**src/rtl/mem_calc_pkg.sv**
```systemverilog
// Shared types and default sizing for the calculation result bank.
// Imported by the bank top and its clear sequencer.
package mem_calc_pkg;

    localparam int MC_DATA_W = 16;
    localparam int MC_ADDR_W = 2;
    localparam int MC_FUNC_W = 3;

    typedef enum logic {
        IDLE  = 1'b0,
        CLEAR = 1'b1
    } state_t;

endpackage

```
**src/rtl/mem_calc_clr_seq.sv**
```systemverilog
// Clear sequencer: walks the sweep pointer over every entry once per clr.
// busy mirrors the CLEAR state and is registered with it.
module mem_calc_clr_seq
    import mem_calc_pkg::*;
#(
    parameter int ADDR_W = MC_ADDR_W
) (
    input  logic              clk,
    input  logic              rst_n,
    input  logic              clr,
    output logic              busy,
    output logic              idle,
    output logic [ADDR_W-1:0] ptr
);

    localparam int DEPTH = 2 ** ADDR_W;

    state_t state;

    assign idle = (state == IDLE);

    always_ff @(posedge clk) begin
        if (!rst_n) begin
            state <= IDLE;
            ptr   <= '0;
            busy  <= 1'b0;
        end else begin
            unique case (state)
                IDLE: begin
                    if (clr) begin
                        state <= CLEAR;
                        ptr   <= '0;
                        busy  <= 1'b1;
                    end
                end
                CLEAR: begin
                    ptr <= ptr + 1'b1;
                    // Last entry is cleared on this edge, so leave now.
                    if (ptr == ADDR_W'(DEPTH - 1)) begin
                        state <= IDLE;
                        busy  <= 1'b0;
                    end
                end
                default: state <= IDLE;
            endcase
        end
    end

endmodule

```
**src/rtl/mem_calc_bank.sv**
```systemverilog
// Small result bank: stores function results with their select tag,
// registered write-first read port, valid count and sweeping clear.
module mem_calc_bank
    import mem_calc_pkg::*;
#(
    parameter int DATA_W = MC_DATA_W,
    parameter int ADDR_W = MC_ADDR_W,
    parameter int FUNC_W = MC_FUNC_W
) (
    input  logic              clk,
    input  logic              rst_n,
    input  logic [DATA_W-1:0] data_in,
    input  logic [FUNC_W-1:0] sel_func,
    input  logic              wr_en,
    input  logic [ADDR_W-1:0] wr_addr,
    input  logic              rd_en,
    input  logic [ADDR_W-1:0] rd_addr,
    input  logic              clr,
    output logic [DATA_W-1:0] data_out,
    output logic [FUNC_W-1:0] tag_out,
    output logic              rd_valid,
    output logic              rd_hit,
    output logic              busy,
    output logic [ADDR_W:0]   count,
    output logic              full
);

    localparam int DEPTH = 2 ** ADDR_W;
    localparam int CNT_W = ADDR_W + 1;

    logic [DATA_W-1:0] mem_data [DEPTH];
    logic [FUNC_W-1:0] mem_tag  [DEPTH];
    logic [DEPTH-1:0]  valid;
    logic [ADDR_W-1:0] ptr;
    logic              idle;
    logic              wr_ok;
    logic              rd_ok;
    logic              fwd;

    mem_calc_clr_seq #(
        .ADDR_W (ADDR_W)
    ) u_clr_seq (
        .clk   (clk),
        .rst_n (rst_n),
        .clr   (clr),
        .busy  (busy),
        .idle  (idle),
        .ptr   (ptr)
    );

    assign wr_ok = idle && wr_en && (|sel_func) && !clr;
    assign rd_ok = idle && rd_en && !clr;
    assign fwd   = wr_ok && (wr_addr == rd_addr);
    assign full  = (count == CNT_W'(DEPTH));

    always_ff @(posedge clk) begin
        if (wr_ok) begin
            mem_data[wr_addr] <= data_in;
            mem_tag[wr_addr]  <= sel_func;
        end
        if (busy) begin
            mem_data[ptr] <= '0;
            mem_tag[ptr]  <= '0;
        end
    end

    // Writes and sweeps are mutually exclusive, so one step per edge.
    always_ff @(posedge clk) begin
        if (!rst_n) begin
            valid <= '0;
            count <= '0;
        end else begin
            if (wr_ok) begin
                valid[wr_addr] <= 1'b1;
                if (!valid[wr_addr]) count <= count + 1'b1;
            end
            if (busy) begin
                valid[ptr] <= 1'b0;
                if (valid[ptr]) count <= count - 1'b1;
            end
        end
    end

    always_ff @(posedge clk) begin
        if (!rst_n) begin
            data_out <= '0;
            tag_out  <= '0;
            rd_valid <= 1'b0;
            rd_hit   <= 1'b0;
        end else begin
            rd_valid <= rd_ok;
            if (rd_ok) begin
                unique case (1'b1)
                    fwd: begin
                        data_out <= data_in;
                        tag_out  <= sel_func;
                        rd_hit   <= 1'b1;
                    end
                    valid[rd_addr]: begin
                        data_out <= mem_data[rd_addr];
                        tag_out  <= mem_tag[rd_addr];
                        rd_hit   <= 1'b1;
                    end
                    default: begin
                        data_out <= '0;
                        tag_out  <= '0;
                        rd_hit   <= 1'b0;
                    end
                endcase
            end
        end
    end

endmodule

```
**config.mk**
```make
export PLATFORM = sky130hd
export DESIGN_NAME = mem_calc_bank
export DESIGN_NICKNAME = d
export VERILOG_FILES = /design/src/rtl/mem_calc_pkg.sv /design/src/rtl/mem_calc_clr_seq.sv /design/src/rtl/mem_calc_bank.sv
export SDC_FILE = /design/constraint.sdc
export NUM_CORES = 1
export LEC_CHECK = 0
export ABC_AREA = 1
export BUFFER_PORTS_ARGS = -buffer_cell sky130_fd_sc_hd__buf_2
export CELL_PAD_IN_SITES_DETAIL_PLACEMENT = 0
export CELL_PAD_IN_SITES_GLOBAL_PLACEMENT = 2
export CORE_UTILIZATION = 35
export CTS_CLUSTER_SIZE = 14
export DETAILED_ROUTE_END_ITERATION = 10
export GPL_ROUTABILITY_DRIVEN = 0
export PLACE_DENSITY_LB_ADDON = 0.25
export SETUP_SLACK_MARGIN = 0.2
export SYNTH_ARGS = -nofsm -noshare
export SYNTH_HDL_FRONTEND = slang
export SYNTH_SLANG_ARGS = --single-unit
export TNS_END_PERCENT = 30
```
**constraint.sdc**
```tcl
create_clock -name clk -period 2.7 [get_ports clk]
set_input_delay 0 -clock clk [delete_from_list [all_inputs] [get_ports clk]]
set_output_delay 0 -clock clk [all_outputs]
set_load 0.01 [all_outputs]
```
Yosys cells after proc, flatten, opt, wreduce, memory -nomap -nowiden
Memory sizes are Yosys's and may differ from the RTL's.
Index checks and enable logic that the tools add are counted.
W data, S select, Z words.
{"block": "totals", "regBits": 32, "mem_bits_rw": 76, "in_bits": 28, "out_inout_bits": 26, "word_cells": 72, "n_memories": 2}
{"name": "mem_data", "words": 4, "width": 16, "rd": 1, "rd_clocked_by_memory_dff": 0, "write_ports": 2, "line": "mem_calc_bank.sv:31", "source": "logic [DATA_W-1:0] mem_data [DEPTH];"}
{"name": "mem_tag", "words": 4, "width": 3, "rd": 1, "rd_clocked_by_memory_dff": 0, "write_ports": 2, "line": "mem_calc_bank.sv:32", "source": "logic [FUNC_W-1:0] mem_tag [DEPTH];"}
{"block": "classes", "n_addsub": 3, "order_cmp": 5, "n_eq_ne": 5, "n_mux": 32, "bitwise_logic": 4, "n_reduce_logical": 12}
{"op": "$pmux W16 S2", "count": 1}
{"op": "$mux W1", "count": 14}
{"op": "$mux W3", "count": 4}
{"op": "$mux W4", "count": 3}
{"op": "$lt A2 B3 Y1 const B", "count": 3}
{"op": "$logic_and A1 B1 Y1", "count": 8}
{"op": "$bmux W1 S2", "count": 3}
{"op": "$pmux W3 S2", "count": 1}
{"op": "$and A4 B4 Y4", "count": 1}
{"op": "$demux W1 S2", "count": 2}
{"op": "$ge A2 B1 Y1 const B", "count": 2}
{"op": "$ne A2 B2 Y1 const B", "count": 2}
{"op": "$not A4 Y4", "count": 1}
{"op": "$or A4 B4 Y4", "count": 1}
{"op": "$pmux W1 S2", "count": 2}
{"op": "$pmux W2 S2", "count": 1}
{"op": "$add A3 B1 Y3 const B", "count": 1}
{"op": "$eq A3 B3 Y1 const B", "count": 1}
{"op": "$reduce_or A3 Y1", "count": 1}
{"op": "$sub A3 B1 Y3 const B", "count": 1}
{"op": "$add A2 B1 Y2 const B", "count": 1}
{"op": "$eq A2 B2 Y1", "count": 1}
{"op": "$eq A2 B2 Y1 const B", "count": 1}
{"op": "$mux W2", "count": 1}
{"op": "4 further kinds", "count": 4}

Longest topological paths before layout
Gate-level depths: netlist of the first run.
{"block": "depth", "depth_word": 9, "ltp_mapped": 10, "mapped_depth_nobuf": 9}

Hierarchy
A second synthesis of the first run with hierarchy kept.
{"block": "unflattened", "cells_unflattened": 703, "area_unflattened_um2": 5013.6}
{"mod": "mem_calc_bank", "n_inst": 1, "cells_per_inst": 681, "area_per_inst_um2": 4838.4, "seq_area_each_um2": 2082.0}
{"mod": "mem_calc_clr_seq", "n_inst": 1, "cells_per_inst": 22, "area_per_inst_um2": 175.2, "seq_area_each_um2": 80.1}

Least setup slack after synthesis of the first run
No wires, ideal clock.
{"block": "synth_timing", "kind": "reg2reg", "startpoint": "register u_clr_seq.ptr[0]", "endpoint": "memory mem_data[0][10] (netlist name)", "arrival_time_ns": 1.256, "required_ns": 2.630, "setup_slack_ns": 1.374, "path_stages_with_launch": 7, "n_path_buf": 1, "synth_period_minus_slack_ns": 1.326, "path_cell_list": "dfxtp_1 > inv_1 > ha_1 > nand2_1 > clkbuf_1 > o21ai_0 > a21oi_1"}
{"item": "start: declaration", "line": "mem_calc_clr_seq.sv:13", "source": "output logic [ADDR_W-1:0] ptr"}
{"item": "start signal: assignment", "line": "mem_calc_clr_seq.sv:37", "source": "ptr <= ptr + 1'b1;"}
{"item": "end: declaration", "line": "mem_calc_bank.sv:31"}

==> flow_metrics.env, run 1 <==
export IMPL_outcome="finished clean"
export IMPL_dp_hpwl_um=8950
export IMPL_die_area_um2=14300
export IMPL_maxSlewHeadroom_pct=45.0
export IMPL_remaining_drc_errors=0
export IMPL_max_cap_violations=0
export IMPL_pwr_share_comb_pct=17.3
export IMPL_synth_cell_area_um2=4850
export IMPL_synth_async_reset_ratio_pct=0
export IMPL_grt_pass1_vias=3999
export IMPL_seq_power_share_pct=51.4
export IMPL_grt_pass1_wl_um=22100
export IMPL_drt_total_wl_um=13800
export IMPL_met3WireLength_um=758
export IMPL_power_per_cell_area_nw_per_um2=685
export IMPL_detail_route_vias_per_cell=4.99
export IMPL_final_period_minus_worst_setup_slack_ps=1800
export IMPL_max_freq_ghz=0.554
export IMPL_fraction_of_the_cycle_the_final_worst_path_needs_pct=66.8
export IMPL_highest_routing_layer_actually_used="met4"
export IMPL_synth_edf_count=0
export IMPL_layout_area_overhead_vs_synth_pct=16.5
export IMPL_tritoncts="done"
export IMPL_power_net_switching_w=0.00110
export IMPL_ioPinCount=54
export IMPL_placeableCoreArea_um2=13400
export IMPL_synthDistinctLibCells=21
export IMPL_synth_area_top_cells="dfxtp_1 45%, a21oi_1 12%, o21ai_0 12%, inv_1 6.0%, nand2_1 5.4%"
export IMPL_initial_core_util_pct=36.2
export IMPL_cp_cell_instances="inv_1 -> ha_1 -> nand2_1 -> inv_1 -> a211oi_1"
export IMPL_clkSlewWorstSetupHoldPaths_ps=70
export IMPL_synth_largest_area_cell="dfxtp_1"
export IMPL_tightestPinTransition_ps=823
export IMPL_final_max_slew_violation_count=0
export IMPL_placement_rows=42
export IMPL_clock_skew_final_ps=9.88
export IMPL_final_net_count=762
export IMPL_slowest_delay_ps=550
export IMPL_syn_avg_cell_area_um2=7.12
export IMPL_ir_worst_vdd_v=0.000284
export IMPL_root_buffer_cell="clkbuf_16"
export IMPL_totalNegativeSetupSlack_ps=0
export IMPL_post_cts_buffers=0
export IMPL_synth_cells=682
export IMPL_p_leak_nw=2.53
export IMPL_antenna_found_initial=0
export IMPL_wl_per_cell_um=15.1
export IMPL_yosysTopAreaCellShare_pct=44.5
export IMPL_most_used_cell_cp="inv_1"
export IMPL_share_clk_of_total_power_pct=31.3
export IMPL_cp_end_kind="flip-flop"
export IMPL_cts_buffers_inserted=9
export IMPL_nature_of_the_critical_path_startpoint="flip-flop"
export IMPL_die_width_um=120
export IMPL_critical_path_max_fanout=19
export IMPL_worst_hold_slack_ps=113
export IMPL_crit_path_dat_ps=2070
export IMPL_routed_via_count=4530
export IMPL_insertedDiodeCount=0
export IMPL_io_buffers=53
export IMPL_most_common_layout_cells="117 x a21oi_1, 115 x o21ai_0, 108 x dfxtp_1"
export IMPL_detail_route_iter0_violations=286
export IMPL_setup_repair_after_global_routing_missed_its_margin="false"
export IMPL_final_setup_viol_count=0
export IMPL_hold_path_class="in -> reg"
export IMPL_maximum_number_of_pins_on_one_net_before_global_route_repair=78
export IMPL_drive_above_1_share_pct=11.1
export IMPL_cts_repair_resized=0
export IMPL_ant_nets=0
export IMPL_clockBufferDepth=2
export IMPL_netSwitchingFraction_pct=28.4
export IMPL_drt_pre_antenna_iters=7
export IMPL_die_h_um=120
export IMPL_ys_warn_count=0
export IMPL_worstPathRequired_ps=2970
export IMPL_timing_final_hold_violations=0
export IMPL_clock_tree_htree_level_count=3
export IMPL_layout_commonest_cell="a21oi_1"
export IMPL_slowest_stage="nand2_1"
export IMPL_clock_sinks=108
export IMPL_synth_top_flop_cell="dfxtp_1"
export IMPL_internal_power_w=0.00277
export IMPL_setup_worst_path_class="reg -> reg"
export IMPL_insertion_delay_ps=350
export IMPL_grt_use_total_pct=20.0
export IMPL_routed_met1_length_um=7520
export IMPL_remaining_overflow_grt=0
export IMPL_synth_sequential_area_ratio_pct=44.5
export IMPL_postSynthNetCount=717
export IMPL_postSynthRegisterBits=108
export IMPL_met2_length_um=5290
## synth_stat cells (2+ instances only)
library cell,instances
inv_1,78
nor2_4,2
o21ai_0,115
nand3_1,51
buf_2,27
clkbuf_1,20
buf_6,2
xnor2_1,2
ha_1,7
dfxtp_1,108
o211ai_1,2
nor2_1,69
nand2_1,70
a21oi_1,117
a211oi_1,6
## critical path, delay by kind of cell, from the launching register on
family          cells  cell delay, ps
buf+inv             2             300
simple gates        1             550
compound gates      1             240
flops               1             420
fa+ha+maj           1             220
## registers in the layout, summed over array words and instances (netlist names)
name,cells
mem_tag,12
u_clr_seq.state,1
count,3
rd_valid,1
mem_data,64
u_clr_seq.ptr,2
valid,4
rd_hit,1
u_clr_seq.busy,1
data_out,16
tag_out,3
## logic make-up after synthesis
kind of cell,Yosys count,synth area share (%)
XOR/XNOR,3,0.541
adder cells (fa/ha/maj),7,1.80
flip-flops,108,44.5
buffers and inverters,128,10.9
AO/OA/AOI/OAI,240,25.2
AND/OR/NAND/NOR,196,17.1
## power by group through the flow
stage,clock network (W),logic (W),registers (W)
floorplan,0,0.000458,0.00201
global placement,0,0.000633,0.00202
detailed placement,0,0.000646,0.00202
CTS,0.00126,0.000672,0.00199
global route,0.00132,0.000768,0.00202
finish,0.00121,0.000669,0.00199
## per-layer routing
metal	up-vias	global-route usage (%)
met5	-	0
li1	2331	-
met2	136	26.6
met3	11	2.90
met4	0	6.64
met1	2052	32.0
## final timing paths
| kind | from | end | slack (ps) | depth (start not counted) |
|---|---|---|---|---|
| max reg2reg | u_clr_seq.ptr[0] | mem_tag[2][2] | 900 | 5 |
| max | u_clr_seq.ptr[0] | mem_tag[2][2] | 900 | 5 |
| min reg2reg | mem_data[2][5] | mem_data[2][5] | 450 | 2 |
| min | rst_n | count[0] | 110 | 3 |
## stage by stage
| stage | cell area [um^2] | cells | setup WS, ps | total power, W | utilization, % |
|---|---|---|---|---|---|
| 6_report | 5650 | 908 | 895 | 0.00387 | 42.2 |
| 5_1_grt | 5650 | 908 | 694 | 0.00411 | 42.2 |
| 4_1_cts | 5650 | 908 | 858 | 0.00392 | 42.2 |
| 3_5_place_dp | 5180 | 871 | 893 | 0.00267 | 38.7 |
| 3_3_place_gp | 5180 | 871 | 955 | 0.00265 | 38.7 |
| 2_1_floorplan | 4850 | 682 | 1370 | 0.00247 | - |
## cell type report
type	instances	area [um^2]
fill	1462	7750
multi-input combinational	446	2170
sequential	108	2160
timing repair buffer	83	543
inverter	79	297
clock buffer	12	236
tap	176	220
clock inverter	4	26.3
## what timing repair did
action                     in CTS  in global routing
hold endpoints to repair       47                  0
hold buffers                   21                  0
setup endpoints to repair       0                  0
Power figures use the tool's default switching activity.
==> inputs of run 2 (changes only) <==
--- a/config.mk
+++ b/config.mk
@@ -9,7 +9,7 @@
 export BUFFER_PORTS_ARGS = -buffer_cell sky130_fd_sc_hd__buf_2
 export CELL_PAD_IN_SITES_DETAIL_PLACEMENT = 0
 export CELL_PAD_IN_SITES_GLOBAL_PLACEMENT = 2
-export CORE_UTILIZATION = 35
+export CORE_UTILIZATION = 30
 export CTS_CLUSTER_SIZE = 14
 export DETAILED_ROUTE_END_ITERATION = 10
 export GPL_ROUTABILITY_DRIVEN = 0
==> constraint.sdc (replaced) <==
create_clock -name clk -period 1.6 [get_ports clk]
set_input_delay 0 -clock clk [delete_from_list [all_inputs] [get_ports clk]]
set_output_delay 0 -clock clk [all_outputs]
set_load 0.01 [all_outputs]
==> flow_metrics.env, run 2 (synthesized netlist as in run 1, its figures left out) <==
export IMPL_layout_area_seq_um2=2170
export IMPL_maxSlewHeadroom_pct=65.7
export IMPL_fin_total_pwr_w=0.00701
export IMPL_layout_filler_cell_count=1656
export IMPL_clkSlewWorstSetupHoldPaths_ps=70
export IMPL_insertedDiodeCount=0
export IMPL_final_setup_viol_count=0
export IMPL_critical_path_max_fanout=35
export IMPL_power_per_cell_area_nw_per_um2=1150
export IMPL_grt_use_total_pct=18.3
export IMPL_hold_path_startpoint="sel_func[0]"
export IMPL_remaining_drc_errors=0
export IMPL_global_route_peak_usage_layer="met1"
export IMPL_clockBufferDepth=2
export IMPL_leading_registers_by_flop_count="mem_data x64, data_out x16, mem_tag x12"
export IMPL_nature_of_the_critical_path_startpoint="flip-flop"
export IMPL_crit_path_start="u_clr_seq.state"
export IMPL_placement_rows=46
export IMPL_layout_commonest_cell="a21oi_1"
export IMPL_p_leak_nw=2.70
export IMPL_setup_reg_to_reg_worst_slack_ps=180
export IMPL_insertion_delay_ps=340
export IMPL_die_h_um=129
export IMPL_maximum_number_of_pins_on_one_net_before_global_route_repair=40
export IMPL_grt_pass1_wl_um=23100
export IMPL_detail_route_vias_per_cell=4.78
export IMPL_ioPinCount=54
export IMPL_grt_use_met1_pct=28.8
export IMPL_multiInputGateArea_um2=2200
export IMPL_ir_worst_vdd_v=0.000685
export IMPL_wl_per_cell_um=15.4
export IMPL_drt_pre_antenna_iters=5
export IMPL_final_period_minus_worst_setup_slack_ps=1420
export IMPL_holdPathStages=3
export IMPL_cts_buffers_inserted=9
export IMPL_timing_final_hold_violations=0
export IMPL_tritoncts="done"
export IMPL_cp_end_kind="flip-flop"
export IMPL_final_net_count=783
export IMPL_die_width_um=129
export IMPL_worstReg2RegStart="u_clr_seq.state"
export IMPL_outcome="finished clean"
export IMPL_antenna_found_initial=0
export IMPL_met3_track_usage_gr_pct=2.60
export IMPL_setup_repair_after_global_routing_missed_its_margin="true"
export IMPL_hold_path_endpoint="mem_tag[0][0]"
export IMPL_totalNegativeSetupSlack_ps=0
export IMPL_detail_route_iter0_violations=307
export IMPL_dp_hpwl_um=9680
export IMPL_final_max_slew_violation_count=0
export IMPL_routed_via_count=4623
export IMPL_remaining_overflow_grt=0
export IMPL_initial_core_util_pct=30.7
export IMPL_reg2regPathDepth=7
export IMPL_layout_area_overhead_vs_synth_pct=25.3
export IMPL_crit_reg2reg_capture="mem_data[2][0]"
export IMPL_largest_reg_flops=64
export IMPL_drive_above_1_share_pct=14.8
export IMPL_max_cap_violations=0
export IMPL_clock_sinks=108
export IMPL_io_buffers=53
export IMPL_fraction_of_the_cycle_the_final_worst_path_needs_pct=88.7
export IMPL_registers_top_by_ff_count="mem_data"
export IMPL_final_util_pct=38.4
export IMPL_max_freq_ghz=0.704
export IMPL_drt_total_wl_um=14900
export IMPL_hold_path_class="in -> reg"
export IMPL_globalRouteMet2Util_pct=24.8
export IMPL_tightestPinTransition_ps=509
export IMPL_ant_nets=0
export IMPL_placeableCoreArea_um2=15800
export IMPL_setup_worst_path_class="reg -> reg"
export IMPL_die_area_um2=16700
export IMPL_worstPathRequired_ps=1880
export IMPL_grt_pass1_vias=4156
export IMPL_root_buffer_cell="clkbuf_16"
export IMPL_crit_path_dat_ps=1700
export IMPL_clock_skew_final_ps=8.44
export IMPL_most_common_layout_cells="115 x a21oi_1, 113 x o21ai_0, 105 x dfxtp_1"
export IMPL_clock_tree_htree_level_count=3
==> run 2: cell count changes in the layout (fill, tap and decap cells not counted), moves of 3 or more <==
cell,delta
buf_12,+10
buf_4,+6
clkbuf_1,-3
dfxtp_1,-3
dfxtp_2,+3
nand2_1,-3
==> run 2: report_power, final <==
part / total, W / internal [W] / switching, W
registers: 0.00336 / 0.00317 / 0.000185
logic: 0.00124 / 0.000510 / 0.000726
clock network: 0.00241 / 0.00140 / 0.00101
total: 0.00701 / 0.00509 / 0.00192
==> run 2: worst max path at each step <==
stage,cells past startpoint,slack (ps),to
detailed placement,7,90,mem_data[2][3]
floorplan,6,270,mem_data[0][10]
finish,7,180,mem_data[2][0]
CTS,5,140,mem_data[1][13]
global route,9,60,mem_data[2][0]
global placement,5,160,valid[1]
==> run 2: area by class of cell <==
cell class	count	area share [%]
flip-flops and latches	108	35.6
clock buffers	10	3.93
repair buffers	102	13.5
multi-input cells	446	36.2
inverters	79	4.94
repair inverters	2	0.247
well taps	216	4.44
clock inverters	4	1.21
==> run 2: worst max-delay path, stage by stage, from the launching register on <==
cell	delay, ps
dfxtp_2	350
nor2_4	140
nand2_4	90
nor2_4	200
nand2_2	90
buf_12	170
buf_4	160
a21oi_1	140
==> run 2: layer usage <==
layer / part of all wire [%] / vias to the layer above / wire, um
li1: - / 2369 / -
met1: 54 / 2129 / 7970
met2: 41 / 114 / 6030
met3: 4.7 / 11 / 694
met4: 1.2 / 0 / 171
met5: 0 / - / 0
==> run 2: per-stage QoR <==
step	instance area [um^2]	instances	setup slack (ps)	hold WS [ps]
floorplan	4850	682	274	138
global placement	5410	923	163	287
detailed placement	5410	923	93.9	306
CTS	6000	962	141	13.4
global route	6080	967	56.3	50.8
finish	6080	967	181	21.8
==> run 2: timing repair <==
item                                    CTS  global route
hold buffers                             23             0
endpoints found under the hold margin    43             0
cloned                                    0             2
endpoints found under the setup margin   80            95
setup buffers                             2             3
pin swaps                                 2             4
gates resized for setup                  13            13
